===== src/rtl/load_pkg.sv =====
// Shared types and helpers for the load datapath: FSM states, load-width codes
// and the misalignment rule.
package load_pkg;

    typedef enum logic [1:0] {
        IDLE = 2'd0,
        REQ0 = 2'd1,
        REQ1 = 2'd2,
        WB   = 2'd3
    } load_state_e;

    localparam logic [1:0] LOAD_BYTE = 2'b00;
    localparam logic [1:0] LOAD_HALF = 2'b01;
    localparam logic [1:0] LOAD_WORD = 2'b10;

    // A load is misaligned when its bytes straddle a word boundary; code 2'b11 behaves as word.
    function automatic logic is_misaligned(input logic [1:0] option, input logic [1:0] offset);
        logic result;
        case (option)
            LOAD_BYTE: result = 1'b0;
            LOAD_HALF: result = (offset == 2'b11);
            default:   result = (offset != 2'b00);
        endcase
        return result;
    endfunction

endpackage


===== src/rtl/load_data_unit_if.sv =====
// Bundle of the load-request, data-memory and writeback channels of the load unit.
// slave: the load unit itself; master: the surrounding pipeline and memory.
interface load_data_unit_if #(
    parameter int ADDR_W = 32
);
    logic              ld_valid;
    logic              ld_ready;
    logic [ADDR_W-1:0] ld_addr;
    logic [1:0]        ld_option;
    logic              ld_unsigned;
    logic [4:0]        ld_rd;

    logic              mem_req;
    logic [ADDR_W-1:0] mem_addr;
    logic              mem_ack;
    logic [31:0]       mem_rdata;

    logic              wb_valid;
    logic              wb_ready;
    logic [31:0]       wb_data;
    logic [4:0]        wb_rd;
    logic              wb_err;

    modport slave (
        input  ld_valid, ld_addr, ld_option, ld_unsigned, ld_rd,
        input  mem_ack, mem_rdata, wb_ready,
        output ld_ready, mem_req, mem_addr, wb_valid, wb_data, wb_rd, wb_err
    );

    modport master (
        output ld_valid, ld_addr, ld_option, ld_unsigned, ld_rd,
        output mem_ack, mem_rdata, wb_ready,
        input  ld_ready, mem_req, mem_addr, wb_valid, wb_data, wb_rd, wb_err
    );
endinterface


===== src/rtl/load_data_unit_extract.sv =====
// Lane extraction and sign/zero extension of a load from a {hi,lo} word pair.
// Only hi[23:0] can ever reach the result (offset is at most 3 bytes).
module load_extract
    import load_pkg::*;
(
    input  logic [23:0] hi_i,
    input  logic [31:0] lo_i,
    input  logic [1:0]  offset_i,
    input  logic [1:0]  option_i,
    input  logic        unsigned_i,
    output logic [31:0] result_o
);

    logic [31:0] lane_s;

    // Shift the pair right by whole bytes, then trim and extend to the load width.
    always_comb begin
        lane_s   = lo_i;
        result_o = 32'd0;
        case (offset_i)
            2'd0:    lane_s = lo_i;
            2'd1:    lane_s = {hi_i[7:0],  lo_i[31:8]};
            2'd2:    lane_s = {hi_i[15:0], lo_i[31:16]};
            default: lane_s = {hi_i[23:0], lo_i[31:24]};
        endcase
        case (option_i)
            LOAD_BYTE: begin
                if (unsigned_i) begin
                    result_o = {24'd0, lane_s[7:0]};
                end else begin
                    result_o = {{24{lane_s[7]}}, lane_s[7:0]};
                end
            end
            LOAD_HALF: begin
                if (unsigned_i) begin
                    result_o = {16'd0, lane_s[15:0]};
                end else begin
                    result_o = {{16{lane_s[15]}}, lane_s[15:0]};
                end
            end
            default: result_o = lane_s;
        endcase
    end

endmodule


===== src/rtl/load_data_unit.sv =====
// Load datapath stage: word reads over req/ack, lane extraction and writeback handoff.
// Build option LOAD_MISALIGNED_SPLIT_EN: split misaligned loads into two word reads instead of rejecting them.
module load_data_unit
    import load_pkg::*;
#(
    parameter int ADDR_W = 32
) (
    input logic             clk,
    input logic             reset,
    load_data_unit_if.slave bus
);

`ifdef LOAD_MISALIGNED_SPLIT_EN
    localparam logic SPLIT_EN = 1'b1;
`else
    localparam logic SPLIT_EN = 1'b0;
`endif

    load_state_e       state_q, state_d;
    logic [1:0]        offset_q, offset_d;
    logic [1:0]        option_q, option_d;
    logic              unsigned_q, unsigned_d;
    logic [4:0]        rd_q, rd_d;
    logic [31:0]       lo_q, lo_d;
    logic              ld_ready_q, ld_ready_d;
    logic              mem_req_q, mem_req_d;
    logic [ADDR_W-1:0] mem_addr_q, mem_addr_d;
    logic              wb_valid_q, wb_valid_d;
    logic [31:0]       wb_data_q, wb_data_d;
    logic              wb_err_q, wb_err_d;

    logic              misaligned_in_s;
    logic              misaligned_q_s;
    logic              ack_s;
    logic [23:0]       ext_hi_s;
    logic [31:0]       ext_lo_s;
    logic [31:0]       ext_result_s;

    assign misaligned_in_s = is_misaligned(bus.ld_option, bus.ld_addr[1:0]);
    assign misaligned_q_s  = is_misaligned(option_q, offset_q);
    // mem_ack is meaningful only while a request is outstanding.
    assign ack_s           = mem_req_q & bus.mem_ack;

    // The second read supplies the high word; a single read has no high word.
    assign ext_lo_s = (state_q == REQ1) ? lo_q : bus.mem_rdata;
    assign ext_hi_s = (state_q == REQ1) ? bus.mem_rdata[23:0] : 24'd0;

    load_extract u_extract (
        .hi_i       (ext_hi_s),
        .lo_i       (ext_lo_s),
        .offset_i   (offset_q),
        .option_i   (option_q),
        .unsigned_i (unsigned_q),
        .result_o   (ext_result_s)
    );

    // State and output/capture registers with synchronous reset.
    always_ff @(posedge clk) begin
        if (reset) begin
            state_q    <= IDLE;
            offset_q   <= 2'd0;
            option_q   <= 2'd0;
            unsigned_q <= 1'b0;
            rd_q       <= 5'd0;
            lo_q       <= 32'd0;
            ld_ready_q <= 1'b1;
            mem_req_q  <= 1'b0;
            mem_addr_q <= '0;
            wb_valid_q <= 1'b0;
            wb_data_q  <= 32'd0;
            wb_err_q   <= 1'b0;
        end else begin
            state_q    <= state_d;
            offset_q   <= offset_d;
            option_q   <= option_d;
            unsigned_q <= unsigned_d;
            rd_q       <= rd_d;
            lo_q       <= lo_d;
            ld_ready_q <= ld_ready_d;
            mem_req_q  <= mem_req_d;
            mem_addr_q <= mem_addr_d;
            wb_valid_q <= wb_valid_d;
            wb_data_q  <= wb_data_d;
            wb_err_q   <= wb_err_d;
        end
    end

    // Next-state logic.
    always_comb begin
        state_d = state_q;
        case (state_q)
            IDLE: begin
                if (bus.ld_valid) begin
                    if (misaligned_in_s && !SPLIT_EN) begin
                        state_d = WB;
                    end else begin
                        state_d = REQ0;
                    end
                end else begin
                    state_d = IDLE;
                end
            end
            REQ0: begin
                if (ack_s) begin
                    if (misaligned_q_s && SPLIT_EN) begin
                        state_d = REQ1;
                    end else begin
                        state_d = WB;
                    end
                end else begin
                    state_d = REQ0;
                end
            end
            REQ1: begin
                if (ack_s) begin
                    state_d = WB;
                end else begin
                    state_d = REQ1;
                end
            end
            WB: begin
                if (bus.wb_ready) begin
                    state_d = IDLE;
                end else begin
                    state_d = WB;
                end
            end
            default: state_d = IDLE;
        endcase
    end

    // Output and capture next values; handshake outputs follow the next state so they stay registered.
    always_comb begin
        offset_d   = offset_q;
        option_d   = option_q;
        unsigned_d = unsigned_q;
        rd_d       = rd_q;
        lo_d       = lo_q;
        mem_addr_d = mem_addr_q;
        wb_data_d  = wb_data_q;
        wb_err_d   = wb_err_q;
        ld_ready_d = (state_d == IDLE);
        mem_req_d  = (state_d == REQ0) || (state_d == REQ1);
        wb_valid_d = (state_d == WB);
        case (state_q)
            IDLE: begin
                if (bus.ld_valid) begin
                    offset_d   = bus.ld_addr[1:0];
                    option_d   = bus.ld_option;
                    unsigned_d = bus.ld_unsigned;
                    rd_d       = bus.ld_rd;
                    mem_addr_d = {bus.ld_addr[ADDR_W-1:2], 2'b00};
                    wb_err_d   = misaligned_in_s && !SPLIT_EN;
                    if (misaligned_in_s && !SPLIT_EN) begin
                        wb_data_d = 32'd0;
                    end else begin
                        wb_data_d = wb_data_q;
                    end
                end else begin
                    wb_err_d = wb_err_q;
                end
            end
            REQ0: begin
                if (ack_s) begin
                    lo_d = bus.mem_rdata;
                    if (state_d == REQ1) begin
                        mem_addr_d = mem_addr_q + ADDR_W'(4);
                    end else begin
                        wb_data_d = ext_result_s;
                    end
                end else begin
                    lo_d = lo_q;
                end
            end
            REQ1: begin
                if (ack_s) begin
                    wb_data_d = ext_result_s;
                end else begin
                    wb_data_d = wb_data_q;
                end
            end
            WB:      wb_data_d = wb_data_q;
            default: wb_data_d = wb_data_q;
        endcase
    end

    assign bus.ld_ready = ld_ready_q;
    assign bus.mem_req  = mem_req_q;
    assign bus.mem_addr = mem_addr_q;
    assign bus.wb_valid = wb_valid_q;
    assign bus.wb_data  = wb_data_q;
    assign bus.wb_rd    = rd_q;
    assign bus.wb_err   = wb_err_q;

endmodule


===== src/flat_wrapper.sv =====
// flat-port wrapper written by rule: the top's interface ports become plain ports
module load_data_unit_flat import load_pkg::*;
#(
    parameter int ADDR_W = 32
)
  (clk, reset, bus_ld_valid, bus_ld_addr, bus_ld_option, bus_ld_unsigned, bus_ld_rd, bus_mem_ack, bus_mem_rdata, bus_wb_ready, bus_ld_ready, bus_mem_req, bus_mem_addr, bus_wb_valid, bus_wb_data, bus_wb_rd, bus_wb_err);
  load_data_unit_if #(.ADDR_W(ADDR_W)) bus_i ();
  input logic clk;
  input logic reset;
  input wire logic [$bits(bus_i.ld_valid)-1:0] bus_ld_valid;
  input wire logic [$bits(bus_i.ld_addr)-1:0] bus_ld_addr;
  input wire logic [$bits(bus_i.ld_option)-1:0] bus_ld_option;
  input wire logic [$bits(bus_i.ld_unsigned)-1:0] bus_ld_unsigned;
  input wire logic [$bits(bus_i.ld_rd)-1:0] bus_ld_rd;
  input wire logic [$bits(bus_i.mem_ack)-1:0] bus_mem_ack;
  input wire logic [$bits(bus_i.mem_rdata)-1:0] bus_mem_rdata;
  input wire logic [$bits(bus_i.wb_ready)-1:0] bus_wb_ready;
  output wire logic [$bits(bus_i.ld_ready)-1:0] bus_ld_ready;
  output wire logic [$bits(bus_i.mem_req)-1:0] bus_mem_req;
  output wire logic [$bits(bus_i.mem_addr)-1:0] bus_mem_addr;
  output wire logic [$bits(bus_i.wb_valid)-1:0] bus_wb_valid;
  output wire logic [$bits(bus_i.wb_data)-1:0] bus_wb_data;
  output wire logic [$bits(bus_i.wb_rd)-1:0] bus_wb_rd;
  output wire logic [$bits(bus_i.wb_err)-1:0] bus_wb_err;
  assign bus_i.ld_valid = bus_ld_valid;
  assign bus_i.ld_addr = bus_ld_addr;
  assign bus_i.ld_option = bus_ld_option;
  assign bus_i.ld_unsigned = bus_ld_unsigned;
  assign bus_i.ld_rd = bus_ld_rd;
  assign bus_i.mem_ack = bus_mem_ack;
  assign bus_i.mem_rdata = bus_mem_rdata;
  assign bus_i.wb_ready = bus_wb_ready;
  assign bus_ld_ready = bus_i.ld_ready;
  assign bus_mem_req = bus_i.mem_req;
  assign bus_mem_addr = bus_i.mem_addr;
  assign bus_wb_valid = bus_i.wb_valid;
  assign bus_wb_data = bus_i.wb_data;
  assign bus_wb_rd = bus_i.wb_rd;
  assign bus_wb_err = bus_i.wb_err;
  load_data_unit #(.ADDR_W(ADDR_W)) u_core (.clk(clk), .reset(reset), .bus(bus_i));
endmodule

===== config.mk =====
export PLATFORM = sky130hd
export DESIGN_NAME = load_data_unit_flat
export DESIGN_NICKNAME = d
export VERILOG_FILES = /design/src/rtl/load_pkg.sv /design/src/rtl/load_data_unit_if.sv /design/src/rtl/load_data_unit_extract.sv /design/src/rtl/load_data_unit.sv /design/src/flat_wrapper.sv
export SDC_FILE = /design/constraint.sdc
export NUM_CORES = 1
export LEC_CHECK = 0
export BUFFER_PORTS_ARGS = -buffer_cell sky130_fd_sc_hd__buf_4
export CAP_MARGIN = 20
export CORE_UTILIZATION = 45
export CTS_CLUSTER_SIZE = 24
export DETAILED_ROUTE_END_ITERATION = 10
export PLACE_DENSITY = 0.65
export RECOVER_POWER = 100
export SLEW_MARGIN = 20
export SYNTH_ARGS = -nofsm -noshare
export SYNTH_HDL_FRONTEND = slang
export SYNTH_SLANG_ARGS = --single-unit

===== constraint.sdc =====
create_clock -name clk -period 3.8 [get_ports clk]
set_input_delay 0.38 -clock clk [delete_from_list [all_inputs] [get_ports clk]]
set_output_delay 0.38 -clock clk [all_outputs]
set_load 0.02 [all_outputs]

==> impl_metrics.tcl <==
set metrics [dict create \
    tritoncts "done" \
    num-fill-cells 1394 \
    wirelength_mm 19.13 \
    run_status "finished, final reports clean" \
    rows 43 \
    grt_remaining_overflow 0 \
    hold_depth 3 \
    gp_congestion 0.8988 \
    drc_errors 0 \
    timing.rr.start "u_core.state_q[0]$_SDFF_PP0_" \
    critical_path_arrival_ns 3.47 \
    synth_largest_area_cell "dfxtp_1" \
    start_util_pct 45.91 \
    clk_pin_slew_ns 0.07 \
    cts_hold_buf 0 \
    rr_worst_depth 11 \
    peakVddDrop_v 0.0002550 \
    grt_setup_unrepaired "false" \
    synthArstFlopShare_pct 0 \
    htree_num_levels 3 \
    maxSlewViolCount 0 \
    antenna_left 0 \
    worstSetupStartpoint "u_core.state_q[0]$_SDFF_PP0_" \
    relSlewSlack_pct 4.230 \
    grt_first_pass_wirelength_mm 30.52 \
    synth-edff-count 0 \
    cap_violations 0 \
    syn2layout_area_growth_pct 18.69 \
    hold_end "u_core.bus.wb_rd[1]$_SDFFE_PP0P_" \
    period_needed_ns 3.212 \
    min_path_type "input port to flop" \
    die_area_um2 14580 \
    start_kind "flop" \
    setup_violations 0 \
    worst_pin_slew_ns 1.437 \
    grt_start_max_net_pins 92 \
    clock-sinks 110 \
    max_freq_mhz 311.3 \
    p_leak_uw 0.002777 \
    tns_ns 0 \
    cts_resized 0 \
    coreArea_um2 13830 \
    crit_type "flop to flop" \
    die_h_um 120.8 \
    whs_ns 0.2750 \
    yosys.area.top_type_share_pct 34.69 \
    yosys_warnings 0 \
    cp.required_ns 4.06 \
    synth_area_um2 6347 \
    hold_viol 0 \
    worst_skew_pair.late_latency_ns 0.36 \
    avgSynthCellArea_um2 7.885 \
    netlist_instances 805 \
    ys_types 57 \
    vias_per_cell 5.847 \
    io_pins 150 \
    drt_iter0_drc 468 \
    num_antenna_cells 0 \
    die_w_um 120.8 \
    cts_buffer_depth 2 \
    nets 997 \
    grt_usage_pct 26.49 \
    wire_per_inst_um 17.43 \
    reg2reg_setup_slack_ns 0.59 \
    ys_ff_latch 110 \
    drt_pre_antenna_iters 5 \
    port_buffers 147 \
    postCtsSetupBuffers 0 \
    clock_skew_ns 0.009345 \
    antenna_found_initial 0 \
    grt_pass1_vias 5817 \
    cts_root_buf "clkbuf_16" \
    worstHoldStart "bus_ld_rd[1]" \
    final.period_utilization_pct 84.53 \
    cts_buffers 9 \
    hpwlAfterDp_mm 13.60 \
    synth-seq-area-share_pct 34.69 \
    final_util_pct 54.48 \
    r2r-end "u_core.bus.mem_addr[24]$_SDFFE_PP0P_" \
    cellPowerDensity_nw_per_um2 575.7 \
    synth_area_leaders "dfxtp_1 35%, nand2_1 11%, mux4_2 8.2%" \
    drive_above_1_share_pct 16.58 \
    end_kind "flop" \
    crit_fanout 38 \
    setup_ws_ns 0.5879 \
    power_uw 4337 \
    dp_slack_ns 0.7541 \
    vias 6414 \
    synthFlopType "dfxtp_1" \
]
## critical path, cell delays in order (launching register included)
cell and delay [ns]:
dfxtp_1 0.38, inv_1 0.08, ha_1 0.28, o211a_4 0.20
or2_2 0.34, inv_1 0.09, ha_1 0.18, nand3_1 0.15
a211oi_4 0.26, clkbuf_2 0.62, o21ai_0 0.21, a221oi_1 0.32
## how the worst max path moves through the flow
stage                                                      end  slack (ns)
after detailed placement    u_core.bus.wb_data[7]$_SDFFE_PP0P_        0.75
after floorplan            u_core.bus.wb_data[14]$_SDFFE_PP0P_        0.50
after CTS                   u_core.bus.wb_data[7]$_SDFFE_PP0P_        0.74
final                     u_core.bus.mem_addr[24]$_SDFFE_PP0P_        0.59
after global routing      u_core.bus.mem_addr[24]$_SDFFE_PP0P_        0.36
after global placement      u_core.bus.wb_data[7]$_SDFFE_PP0P_        0.88
## cell usage in the layout, fill, tap and decap left out, types with 4 or more instances in the layout
cell type	count
nand2_1	181
dfxtp_1	109
buf_4	89
a21oi_1	80
clkbuf_1	73
o21ai_0	41
nand3_1	40
nor2_1	36
mux4_2	23
mux2i_1	21
inv_1	19
a31oi_1	15
a22oi_1	14
nor3_1	12
and3_1	10
nand4_1	10
nor2b_1	9
or3_1	9
clkbuf_16	9
a21o_1	8
a32oi_1	8
ha_1	7
o22ai_1	6
o2bb2ai_1	6
mux2_2	5
or2_2	4
a211o_1	4
nor4_1	4
nand2b_1	4
o221a_2	4
a211oi_1	4
## Yosys cell counts (3+ instances only)
| cell | n |
|---|---|
| a211o_1 | 4 |
| a211oi_1 | 5 |
| a21o_1 | 8 |
| a21oi_1 | 80 |
| a221oi_1 | 3 |
| a22o_1 | 3 |
| a22oi_1 | 14 |
| a311oi_1 | 3 |
| a31oi_1 | 15 |
| a32oi_1 | 8 |
| and2_1 | 3 |
| and3_1 | 10 |
| buf_2 | 14 |
| buf_4 | 7 |
| clkbuf_1 | 44 |
| dfxtp_1 | 110 |
| ha_1 | 8 |
| inv_1 | 19 |
| mux2_2 | 5 |
| mux2i_1 | 21 |
| mux4_2 | 23 |
| nand2_1 | 181 |
| nand2b_1 | 4 |
| nand3_1 | 40 |
| nand4_1 | 10 |
| nor2_1 | 36 |
| nor2b_1 | 9 |
| nor3_1 | 13 |
| nor4_1 | 4 |
| o21a_1 | 3 |
| o21ai_0 | 41 |
| o221a_2 | 4 |
| o22ai_1 | 6 |
| o2bb2ai_1 | 6 |
| or2_2 | 4 |
| or3_1 | 9 |
| or4_1 | 3 |
## power by group
part,internal (uW),switching (uW)
Clock,498,434
Sequential,1360,228
Combinational,643,1170
## cells by family (layout without fill, tap and decap cells)
kind of cell	after synthesis	count (layout)	synth area share, %
fa+ha+maj	8	8	1.577
mux	49	49	12.36
other cells	1	2	0.05908
flops	110	110	34.69
compound gates	217	217	21.74
buf+inv	88	199	5.914
simple gates	332	332	23.65
## registers in the layout, summed over array words and instances, names as in the netlist
register	cells
u_core.bus.wb_data	32
u_core.lo_q	32
u_core.bus.mem_addr	30
u_core.bus.wb_rd	5
u_core.offset_q	2
u_core.option_q	2
u_core.state_q	2
u_core.bus.ld_ready	1
u_core.bus.mem_req	1
u_core.bus.wb_err	1
u_core.bus.wb_valid	1
u_core.unsigned_q	1
## through the flow
stage                     cell area, um2  std cells
after floorplan                     6351        806
after global placement              7518       1081
after detailed placement            7518       1081
after CTS                           7806       1097
after global routing                7533       1097
final                               7533       1097
## area by class of cell
cell class | instances | area, um2 | share of cell area, %
Tap cell | 180 | 225.2 | 2.990
Clock inverter | 3 | 17.52 | 0.2325
Sequential cell | 110 | 2203 | 29.25
Clock buffer | 13 | 270.3 | 3.587
Inverter | 20 | 75.07 | 0.9965
Timing Repair Buffer | 163 | 948.4 | 12.59
Multi-Input combinational cell | 608 | 3794 | 50.36
## routing by layer
layer  vias to the layer above  wire length (um)  track usage [%]
met5                         -                 0                0
met4                         0               108            5.170
met3                         7              1307            5.377
met2                       271              9137            43.00
met1                      3037              8572            36.47
li1                       3099                 -                -
Note: power is estimated with default switching activity, not from simulation.
